`src/rtl/seg_disp_pkg.sv`:
```
// Shared constants for the HH:MM seven-segment display stage: segment LUT,
// digit slot indices and controller state encoding.
package seg_disp_pkg;

  localparam int unsigned NUM_DIGITS = 4;
  localparam int unsigned DIG_W      = 2;
  localparam int unsigned SEG_W      = 7;
  localparam int unsigned BCD_W      = 4;
  localparam int unsigned TENS_W     = 3;

  localparam logic [DIG_W-1:0] DIG_MIN1  = 2'd0;
  localparam logic [DIG_W-1:0] DIG_MIN10 = 2'd1;
  localparam logic [DIG_W-1:0] DIG_HR1   = 2'd2;
  localparam logic [DIG_W-1:0] DIG_HR10  = 2'd3;

  // Active-low {g,f,e,d,c,b,a}; element 0 is the glyph for digit 0
  localparam logic [SEG_W-1:0] SEG_BLANK = 7'h7F;
  localparam logic [9:0][SEG_W-1:0] SEG_LUT = {
    7'b0010000, 7'b0000000, 7'b1111000, 7'b0000010, 7'b0010010,
    7'b0011001, 7'b0110000, 7'b0100100, 7'b1111001, 7'b1000000
  };

  typedef enum logic [1:0] {
    IDLE     = 2'd0,
    CONV_MIN = 2'd1,
    CONV_HR  = 2'd2,
    COMMIT   = 2'd3
  } ctrl_state_e;

  function automatic logic [SEG_W-1:0] seg_encode(input logic [BCD_W-1:0] d);
    logic [SEG_W-1:0] s;
    s = SEG_BLANK;
    if (d <= 4'd9) s = SEG_LUT[d];
    return s;
  endfunction

endpackage

```
`src/rtl/seg_clock_display_bin2bcd.sv`:
```
// Sequential double-dabble: binary in, 3-bit tens / 4-bit ones BCD out.
// done pulses WIDTH cycles after start; results hold until the next start.
module bin2bcd_seq
  import seg_disp_pkg::*;
#(
  parameter int unsigned WIDTH = 6
) (
  input  logic              clk,
  input  logic              rst_n,
  input  logic              start,
  input  logic [WIDTH-1:0]  bin,
  output logic              done,
  output logic [TENS_W-1:0] tens,
  output logic [BCD_W-1:0]  ones
);

  localparam int unsigned SR_W  = TENS_W + BCD_W + WIDTH;
  localparam int unsigned CNT_W = $clog2(WIDTH + 1);

  logic [SR_W-1:0]  sr_q;
  logic [CNT_W-1:0] cnt_q;
  logic             busy_q;
  logic             done_q;

  // One add-3/shift iteration; tens never reaches 5 before the final shift for 6-bit input
  function automatic logic [SR_W-1:0] dd_step(input logic [SR_W-1:0] v);
    logic [SR_W-1:0] a;
    a = v;
    if (a[WIDTH+3:WIDTH] >= 4'd5) a[WIDTH+3:WIDTH] = a[WIDTH+3:WIDTH] + 4'd3;
    return a << 1;
  endfunction

  // The load edge already performs the first iteration
  always_ff @(posedge clk or negedge rst_n) begin
    if (!rst_n) begin
      sr_q   <= '0;
      cnt_q  <= '0;
      busy_q <= 1'b0;
      done_q <= 1'b0;
    end else begin
      done_q <= 1'b0;
      if (start && !busy_q) begin
        sr_q   <= dd_step({(TENS_W + BCD_W)'(0), bin});
        cnt_q  <= CNT_W'(WIDTH - 1);
        busy_q <= 1'b1;
      end else if (busy_q) begin
        sr_q  <= dd_step(sr_q);
        cnt_q <= cnt_q - CNT_W'(1);
        if (cnt_q == CNT_W'(1)) begin
          busy_q <= 1'b0;
          done_q <= 1'b1;
        end
      end
    end
  end

  assign done = done_q;
  assign tens = sr_q[SR_W-1 -: TENS_W];
  assign ones = sr_q[WIDTH +: BCD_W];

endmodule

```
`src/rtl/seg_clock_display.sv`:
```
// Multiplexed HH:MM common-anode display driver. Inputs are snapshotted once per
// scan frame, converted to BCD, and committed to the digit registers together.
module seg_clock_display
  import seg_disp_pkg::*;
#(
  parameter int unsigned SCAN_DIV = 100000,
  parameter bit          BLANK_LZ = 1'b1
) (
  input  logic             clk_100Mhz,
  input  logic             reset,
  input  logic [3:0]       hours,
  input  logic [5:0]       minutes,
  input  logic             sig_1Hz,
  output logic [3:0]       an,
  output logic [SEG_W-1:0] seg,
  output logic             dp
);

  localparam int unsigned CNT_W = $clog2(SCAN_DIV);

  if (SCAN_DIV < 32) begin : g_bad_scan_div
    $error("seg_clock_display: SCAN_DIV must be >= 32");
  end

  logic [CNT_W-1:0]  scan_cnt_q, scan_cnt_d;
  logic [DIG_W-1:0]  digit_idx_q, digit_idx_d;
  logic              tick_c, cap_evt_c, commit_c;
  logic [1:0]        sync_q;
  ctrl_state_e       state_q;
  logic              start_q;
  logic [3:0]        hours_cap_q;
  logic [5:0]        min_cap_q;
  logic [TENS_W-1:0] min_tens_tmp_q, min_tens_q, min_tens_d, hr_tens_q, hr_tens_d;
  logic [BCD_W-1:0]  min_ones_tmp_q, min_ones_q, min_ones_d, hr_ones_q, hr_ones_d;
  logic [5:0]        conv_bin_c;
  logic              conv_done;
  logic [TENS_W-1:0] conv_tens;
  logic [BCD_W-1:0]  conv_ones;
  logic [BCD_W-1:0]  cur_digit_c;
  logic              blank_c;
  logic [3:0]        an_d;
  logic [SEG_W-1:0]  seg_d;
  logic              dp_d;

  assign tick_c      = (scan_cnt_q == CNT_W'(SCAN_DIV - 1));
  assign cap_evt_c   = tick_c && (digit_idx_q == DIG_HR10);
  assign scan_cnt_d  = tick_c ? '0 : scan_cnt_q + CNT_W'(1);
  assign digit_idx_d = tick_c ? digit_idx_q + DIG_W'(1) : digit_idx_q;
  assign conv_bin_c  = (state_q == CONV_HR) ? {2'b00, hours_cap_q} : min_cap_q;
  assign commit_c    = (state_q == COMMIT);

  bin2bcd_seq #(.WIDTH(6)) u_bcd (
    .clk   (clk_100Mhz),
    .rst_n (reset),
    .start (start_q),
    .bin   (conv_bin_c),
    .done  (conv_done),
    .tens  (conv_tens),
    .ones  (conv_ones)
  );

  // Capture, minutes conversion, hours conversion, then a one-cycle commit
  always_ff @(posedge clk_100Mhz or negedge reset) begin
    if (!reset) begin
      state_q        <= IDLE;
      start_q        <= 1'b0;
      hours_cap_q    <= '0;
      min_cap_q      <= '0;
      min_tens_tmp_q <= '0;
      min_ones_tmp_q <= '0;
    end else begin
      start_q <= 1'b0;
      case (state_q)
        IDLE: if (cap_evt_c) begin
          hours_cap_q <= hours;
          min_cap_q   <= minutes;
          start_q     <= 1'b1;
          state_q     <= CONV_MIN;
        end
        CONV_MIN: if (conv_done) begin
          min_tens_tmp_q <= conv_tens;
          min_ones_tmp_q <= conv_ones;
          start_q        <= 1'b1;
          state_q        <= CONV_HR;
        end
        CONV_HR: if (conv_done) state_q <= COMMIT;
        default: state_q <= IDLE;
      endcase
    end
  end

  // Digit register next-state; the output stage also reads these so a commit shows on the same edge
  always_comb begin
    min_ones_d = min_ones_q;
    min_tens_d = min_tens_q;
    hr_ones_d  = hr_ones_q;
    hr_tens_d  = hr_tens_q;
    if (commit_c) begin
      min_ones_d = min_ones_tmp_q;
      min_tens_d = min_tens_tmp_q;
      hr_ones_d  = conv_ones;
      hr_tens_d  = conv_tens;
    end
  end

  always_comb begin
    cur_digit_c = '0;
    case (digit_idx_q)
      DIG_MIN1:  cur_digit_c = min_ones_d;
      DIG_MIN10: cur_digit_c = BCD_W'(min_tens_d);
      DIG_HR1:   cur_digit_c = hr_ones_d;
      default:   cur_digit_c = BCD_W'(hr_tens_d);
    endcase
    blank_c = BLANK_LZ && (digit_idx_q == DIG_HR10) && (hr_tens_d == '0);
    an_d    = blank_c ? 4'b1111 : ~(4'b0001 << digit_idx_q);
    seg_d   = blank_c ? SEG_BLANK : seg_encode(cur_digit_c);
    dp_d    = !((digit_idx_q == DIG_HR1) && sync_q[1]);
  end

  always_ff @(posedge clk_100Mhz or negedge reset) begin
    if (!reset) begin
      scan_cnt_q  <= '0;
      digit_idx_q <= '0;
      sync_q      <= '0;
      min_ones_q  <= '0;
      min_tens_q  <= '0;
      hr_ones_q   <= '0;
      hr_tens_q   <= '0;
      an          <= 4'b1111;
      seg         <= SEG_BLANK;
      dp          <= 1'b1;
    end else begin
      scan_cnt_q  <= scan_cnt_d;
      digit_idx_q <= digit_idx_d;
      sync_q      <= {sync_q[0], sig_1Hz};
      min_ones_q  <= min_ones_d;
      min_tens_q  <= min_tens_d;
      hr_ones_q   <= hr_ones_d;
      hr_tens_q   <= hr_tens_d;
      an          <= an_d;
      seg         <= seg_d;
      dp          <= dp_d;
    end
  end

endmodule

```
`config.mk`:
```
export PLATFORM = sky130hd
export DESIGN_NAME = seg_clock_display
export DESIGN_NICKNAME = d
export VERILOG_FILES = /design/src/rtl/seg_disp_pkg.sv /design/src/rtl/seg_clock_display_bin2bcd.sv /design/src/rtl/seg_clock_display.sv
export SDC_FILE = /design/constraint.sdc
export NUM_CORES = 1
export LEC_CHECK = 0
export ABC_AREA = 1
export CAP_MARGIN = 40
export CORE_ASPECT_RATIO = 0.75
export CORE_MARGIN = 2
export CORE_UTILIZATION = 59
export DETAILED_ROUTE_END_ITERATION = 16
export PLACE_DENSITY = 0.79
export SLEW_MARGIN = 40
export SYNTH_ARGS = -nofsm -noshare
export SYNTH_HDL_FRONTEND = slang
export SYNTH_HIERARCHICAL = 1
export SYNTH_SLANG_ARGS = --single-unit
```
`constraint.sdc`:
```
create_clock -name clk_100Mhz -period 3.4 [get_ports clk_100Mhz]
set_input_delay 0.68 -clock clk_100Mhz [delete_from_list [all_inputs] [get_ports clk_100Mhz]]
set_output_delay 0.68 -clock clk_100Mhz [all_outputs]
set_load 0.02 [all_outputs]
```
# Yosys cells after proc, flatten, opt, wreduce, memory -nomap -nowiden
# Memories as Yosys holds them, arrays and structs flattened.
# Index checks and enable logic that the tools add are counted.
dict set report op_classes {
  order_cmp 3
  n_bitwise 1
  n_eq_ne 11
  n_mux 29
  n_addsub 4
  reduce_logical 13
  shifts 1
}
# op count
set op_table {}
lappend op_table {{$mux 13} 2}
lappend op_table {{$mux 7} 3}
lappend op_table {{$add 17x1->17 const B} 1}
lappend op_table {{$eq 17x17->1 const B} 1}
lappend op_table {{$mux 17} 1}
lappend op_table {{$mux 4} 4}
lappend op_table {{$mux 3} 4}
lappend op_table {{$pmux 4 s3} 1}
lappend op_table {{$eq 2x2->1 const B} 4}
lappend op_table {{$mux 1} 8}
lappend op_table {{$mux 2} 3}
lappend op_table {{$mux 6} 1}
lappend op_table {{$pmux 2 s3} 1}
lappend op_table {{$lt 4x5->1 const B} 1}
lappend op_table {{$add 4x2->4 const B} 1}
lappend op_table {{$eq 2x1->1 const B} 2}
lappend op_table {{$ge 4x3->1 const B} 1}
lappend op_table {{$le 4x4->1 const B} 1}
lappend op_table {{$logic_and 1x1->1} 4}
lappend op_table {{$logic_not 2->1} 2}
lappend op_table {{$ne 2x1->1 const B} 2}
lappend op_table {{$not 4->4} 1}
lappend op_table {{$reduce_and 2->1} 2}
lappend op_table {{$shl 1x2->4 const A} 1}
lappend op_table {{9 further kinds} 10}
dict set report word_totals {
  word_cells 83
  inputBits 13
  rom_bits 112
  mem_count 1
  out_inout_bits 12
  ff_bits 85
}
# memory words word_bits rd rd_clocked_by_memory_dff wr line_no
set mem_list {}
lappend mem_list {{(name not given)} 16 7 1 0 0 seg_disp_pkg.sv:33} ;# if (d <= 4'd9) s = SEG_LUT[d];

# Logic depth before layout (Yosys ltp)
dict set report logic_depth {
  ltp_word 7
  depth_mapped 14
  mapped_depth_nobuf 12
}

# Modules after synthesis
# The synthesis kept the hierarchy.
# module n_inst area_per_inst_um2 seq_area_each_um2 cells_per_inst
set modules_own_cells {}
lappend modules_own_cells {seg_clock_display 1 3393.3 1691.6 396}
lappend modules_own_cells {bin2bcd_seq 1 890.9 425.4 101}

# Worst setup path after synthesis
# No wires, ideal clock.
dict set report synth_path {
  path_kind {register to register}
  startpoint {register state_q[0]}
  endpoint {register seg[0]}
  slack_ns 1.021
  setup_time_ns 0.064
  path_stages_with_launch 13
  t_arrival_ns 2.315
  synth_period_minus_slack_ns 2.379
  t_required_ns 3.336
  path_cell_list {dfrtp_1 > ha_1 > buf_4 > or2_2 > nand3_1 > nand2_1 > o21ai_1 > inv_1 > ha_1 > or2_2 > nand2_1 > nand2_2 > nand3_1}
}
dict set report synth_between {
  elab_chain_len 7
  word_cells_on_any_way 13
}
# item line_no
set synth_rtl {}
lappend synth_rtl {{start, declared} seg_clock_display.sv:29} ;# ctrl_state_e state_q;
lappend synth_rtl {{start signal, assigned} seg_clock_display.sv:65} ;# state_q <= IDLE;
lappend synth_rtl {{start signal, assigned} seg_clock_display.sv:78} ;# state_q <= CONV_MIN;
lappend synth_rtl {{start signal, assigned} seg_clock_display.sv:84} ;# state_q <= CONV_HR;
lappend synth_rtl {{$eq 2x2->1 (*)} seg_clock_display.sv:50} ;# assign commit_c = (state_q == COMMIT);
lappend synth_rtl {{$mux 3 or $mux 4 (tied branches)} seg_clock_display.sv:98} ;# if (commit_c) begin
lappend synth_rtl {{$pmux 4 s3} seg_clock_display.sv:108} ;# case (digit_idx_q)
lappend synth_rtl {{$mem_v2 16x7} -}
lappend synth_rtl {{$mux 7 (not written as such)} seg_disp_pkg.sv:33}
lappend synth_rtl {{$mux 7} seg_disp_pkg.sv:33}
lappend synth_rtl {{$mux 7 (*)} seg_clock_display.sv:116} ;# seg_d = blank_c ? SEG_BLANK : seg_encode(cur_digit_c);
lappend synth_rtl {{named net seg_d[0]} seg_clock_display.sv:42} ;# logic [SEG_W-1:0] seg_d;
lappend synth_rtl {{end signal, assigned} seg_clock_display.sv:141} ;# seg <= seg_d;
lappend synth_rtl {{end, declared} seg_clock_display.sv:15} ;# output logic [SEG_W-1:0] seg,
# Mark *: on every way through the listed nets, which the timed path passes. The rest lies on a longest branch. The select of a mux whose other input is x is not followed.
# A chain may end at the register's enable or synchronous reset.

# Worst setup path in the final report
dict set report layout_path {
  startpoint {register state_q[0]}
  endpoint {register seg[4]}
}
# Same word-level chain as after synthesis.

==> metrics.txt <==
starting density of the core 0.618; via count about 3100; Worst Skew between 0.01 and 0.015 ns; HP Class in2async; M3 GR Usage 0.0622; final setup fails 0; row count 26; Worst Tran Pin Value ~0.55 ns; CTS resizes 0; Period minus WS final ~2.6 ns; CP Max Fanout 28; final-report max-slew violation count 0; clk sink count 84; synthesized net count roughly 530; chip height roughly 78 µm; GRT Total Usage 0.221; GRT busiest layer met2; Worst EP required 3.69 ns; final wirelength ~7600 µm; layout cell share with drive strength beyond 1 0.117; WL per Instance 12.3 µm; vias in the first global route slightly above 3000; Synth top cells by count nand2_1, inv_1, dfrtp_1; CP Class reg2reg; worst r2r src state_q[0]; Reg clk slew, reported paths around 0.090 ns; fill count around 600; gpl congestion just under 0.8; CORE AREA between 6000 and 7000 µm²; VDD IR max roughly 220 µV; met2 Use GR 0.349; count of cell types in the netlist 38; Clock Path Buffers 2; M1 GR Usage 0.295; Mapped Area between 4000 and 5000 µm²; slew margin rel. 0.635; fmax ~0.38 GHz; hold buffers post-CTS 0; synthesized area per cell 8.62 µm²; die width about 100 µm; prevailing post-synth register cell dfrtp_1; worst reg-to-reg setup slack between 0.7 and 0.8 ns; Residual DRC 0; Pleak about 0.0025 µW; first-pass GRT wire length about 14000 µm; CTS tree built; Post-Synthesis Cells slightly below 500; I/O pin count 25; Post-DRT Antenna Nets 0; n_diodes 0; Final Hold Fails 0; leading area contributor after synthesis dfrtp_1; Fin Setup TNS 0 ns; most common cell in the netlist nand2_1; final period utilization 0.775; Detailed Routing Iterations Pass 1 5; Congestion Overflow GR 0; PwrDens approximately 350 nW/µm²; Setup crit end kind register; Synth-to-Final Area Change 10.2%; HPWL after DPL around 5400 µm; Ys Warns 6; Root Buffer Master clkbuf_8; Synth Register Bits 84; crit start category register; Buffers on Ports 24; CP Data Arrival Time between 2 and 3 ns; asr flop ratio synth 1.00; vias per cell approximately 5.0; status finished clean; Skew-Pair Late Insertion Delay ~0.36 ns; Worst Setup SP state_q[0]; total die area about 8000 µm²; RSZ-0062 raised after global routing false; end-of-flow core utilization 0.681; largest net degree at the start of global routing 85; # Max-Cap Violations 0; Seq/Total Area, Yosys 0.494; Yosys top cell area share 0.421; ranking of synthesized cells by area dfrtp_1, nand2_1, dfstp_2, inv_1, ha_1; CTS H-tree depth 3; number of synthesized flops with an enable pin 0; initial DRC count around 180; Setup Buffers After CTS 0; initial antenna violation count 0; Num CTS Buffers 9; final net count 551
-- layout by cell type (no fill, tap or decap), types with 3 or more instances in the layout --
cell             count
ha_1                20
xor2_1               6
clkbuf_8             9
dfrtp_1             72
a21oi_1              9
nand3_1             43
o21ai_2              4
nand4_1              9
o21ai_1              7
nor2_1              33
nand2_2              6
o21ai_0             22
dfstp_2             12
nand2_1            109
and2_1               4
inv_1               80
or2_2                5
nor3_1               5
clkdlybuf4s50_1     23
inv_2                3
o21a_1               7
nor2_2               4
-- final cells by class --
| class | instances | area [µm²] | share of cell area |
|---|---|---|---|
| Clock buffer | 10 | 128 | 0.0270 |
| Clock inverter | 6 | 38.8 | 0.00821 |
| Inverter | 85 | 324 | 0.0686 |
| Multi-Input combinational cell | 312 | 1720 | 0.365 |
| Sequential cell | 84 | 2120 | 0.448 |
| Tap cell | 98 | 123 | 0.0260 |
| Timing Repair Buffer | 25 | 269 | 0.0570 |
-- per-stage QoR --
stage	worst slack, ns	hold WS [ns]	std cells	power (µW)	area, µm²
4_1_cts	0.478	0.363	619	1670	4690
6_report	0.765	0.188	620	1660	4720
3_3_place_gp	0.657	0.333	603	1050	4520
2_1_floorplan	1.02	0.331	497	1020	4280
5_1_grt	0.507	0.179	620	1730	4720
3_5_place_dp	0.531	0.344	603	1050	4530
-- critical path: stages, from the launching register on --
cell and delay, ns:
dfrtp_1 0.45, ha_2 0.36, or2_2 0.34, nand3_1 0.07, nand2_1 0.06, o21ai_1 0.35, inv_1 0.15, ha_1 0.24
or2_2 0.29, nand2_1 0.08, nand2_2 0.09, nand3_1 0.10
-- layer usage --
| layer | share of wire | vias to the layer above |
|---|---|---|
| li1 | - | 1585 |
| met1 | 0.49 | 1431 |
| met2 | 0.46 | 61 |
| met3 | 0.035 | 12 |
| met4 | 0.014 | 0 |
| met5 | 0 | - |
-- path summary, 6_finish.rpt --
kind                              endpoint  cells past startpoint
min in group clk_100Mhz          sync_q[1]                      0
worst max-delay path                seg[4]                     11
worst min register to register   sync_q[1]                      0
worst max register to register      seg[4]                     11
max in group asynchronous               dp                      2
worst min-delay path            state_q[0]                      1
-- report_power, final --
group	switching (µW)	internal [µW]
sequential	0.330	1000
clock	355	264
combinational	20.9	15.7
-- sequential cells by signal, summed over array words and instances (netlist names), 2 cells and up --
| name | cells |
|---|---|
| scan_cnt_q | 17 |
| u_bcd/sr_q | 12 |
| seg | 7 |
| min_cap_q | 6 |
| an | 4 |
| hours_cap_q | 4 |
| hr_ones_q | 4 |
| min_ones_q | 4 |
| min_ones_tmp_q | 4 |
| hr_tens_q | 3 |
| min_tens_q | 3 |
| min_tens_tmp_q | 3 |
| u_bcd/cnt_q | 3 |
| digit_idx_q | 2 |
| state_q | 2 |
| sync_q | 2 |
-- kinds of logic after synthesis --
logic type	Yosys count	synth area share
AO/OA/AOI/OAI	55	0.0774
XOR/XNOR	7	0.0143
adder cells (fa/ha/maj)	21	0.0613
buffers and inverters	101	0.104
flip-flops	84	0.494
AND/OR/NAND/NOR	229	0.249
Power figures use the tool's default switching activity.
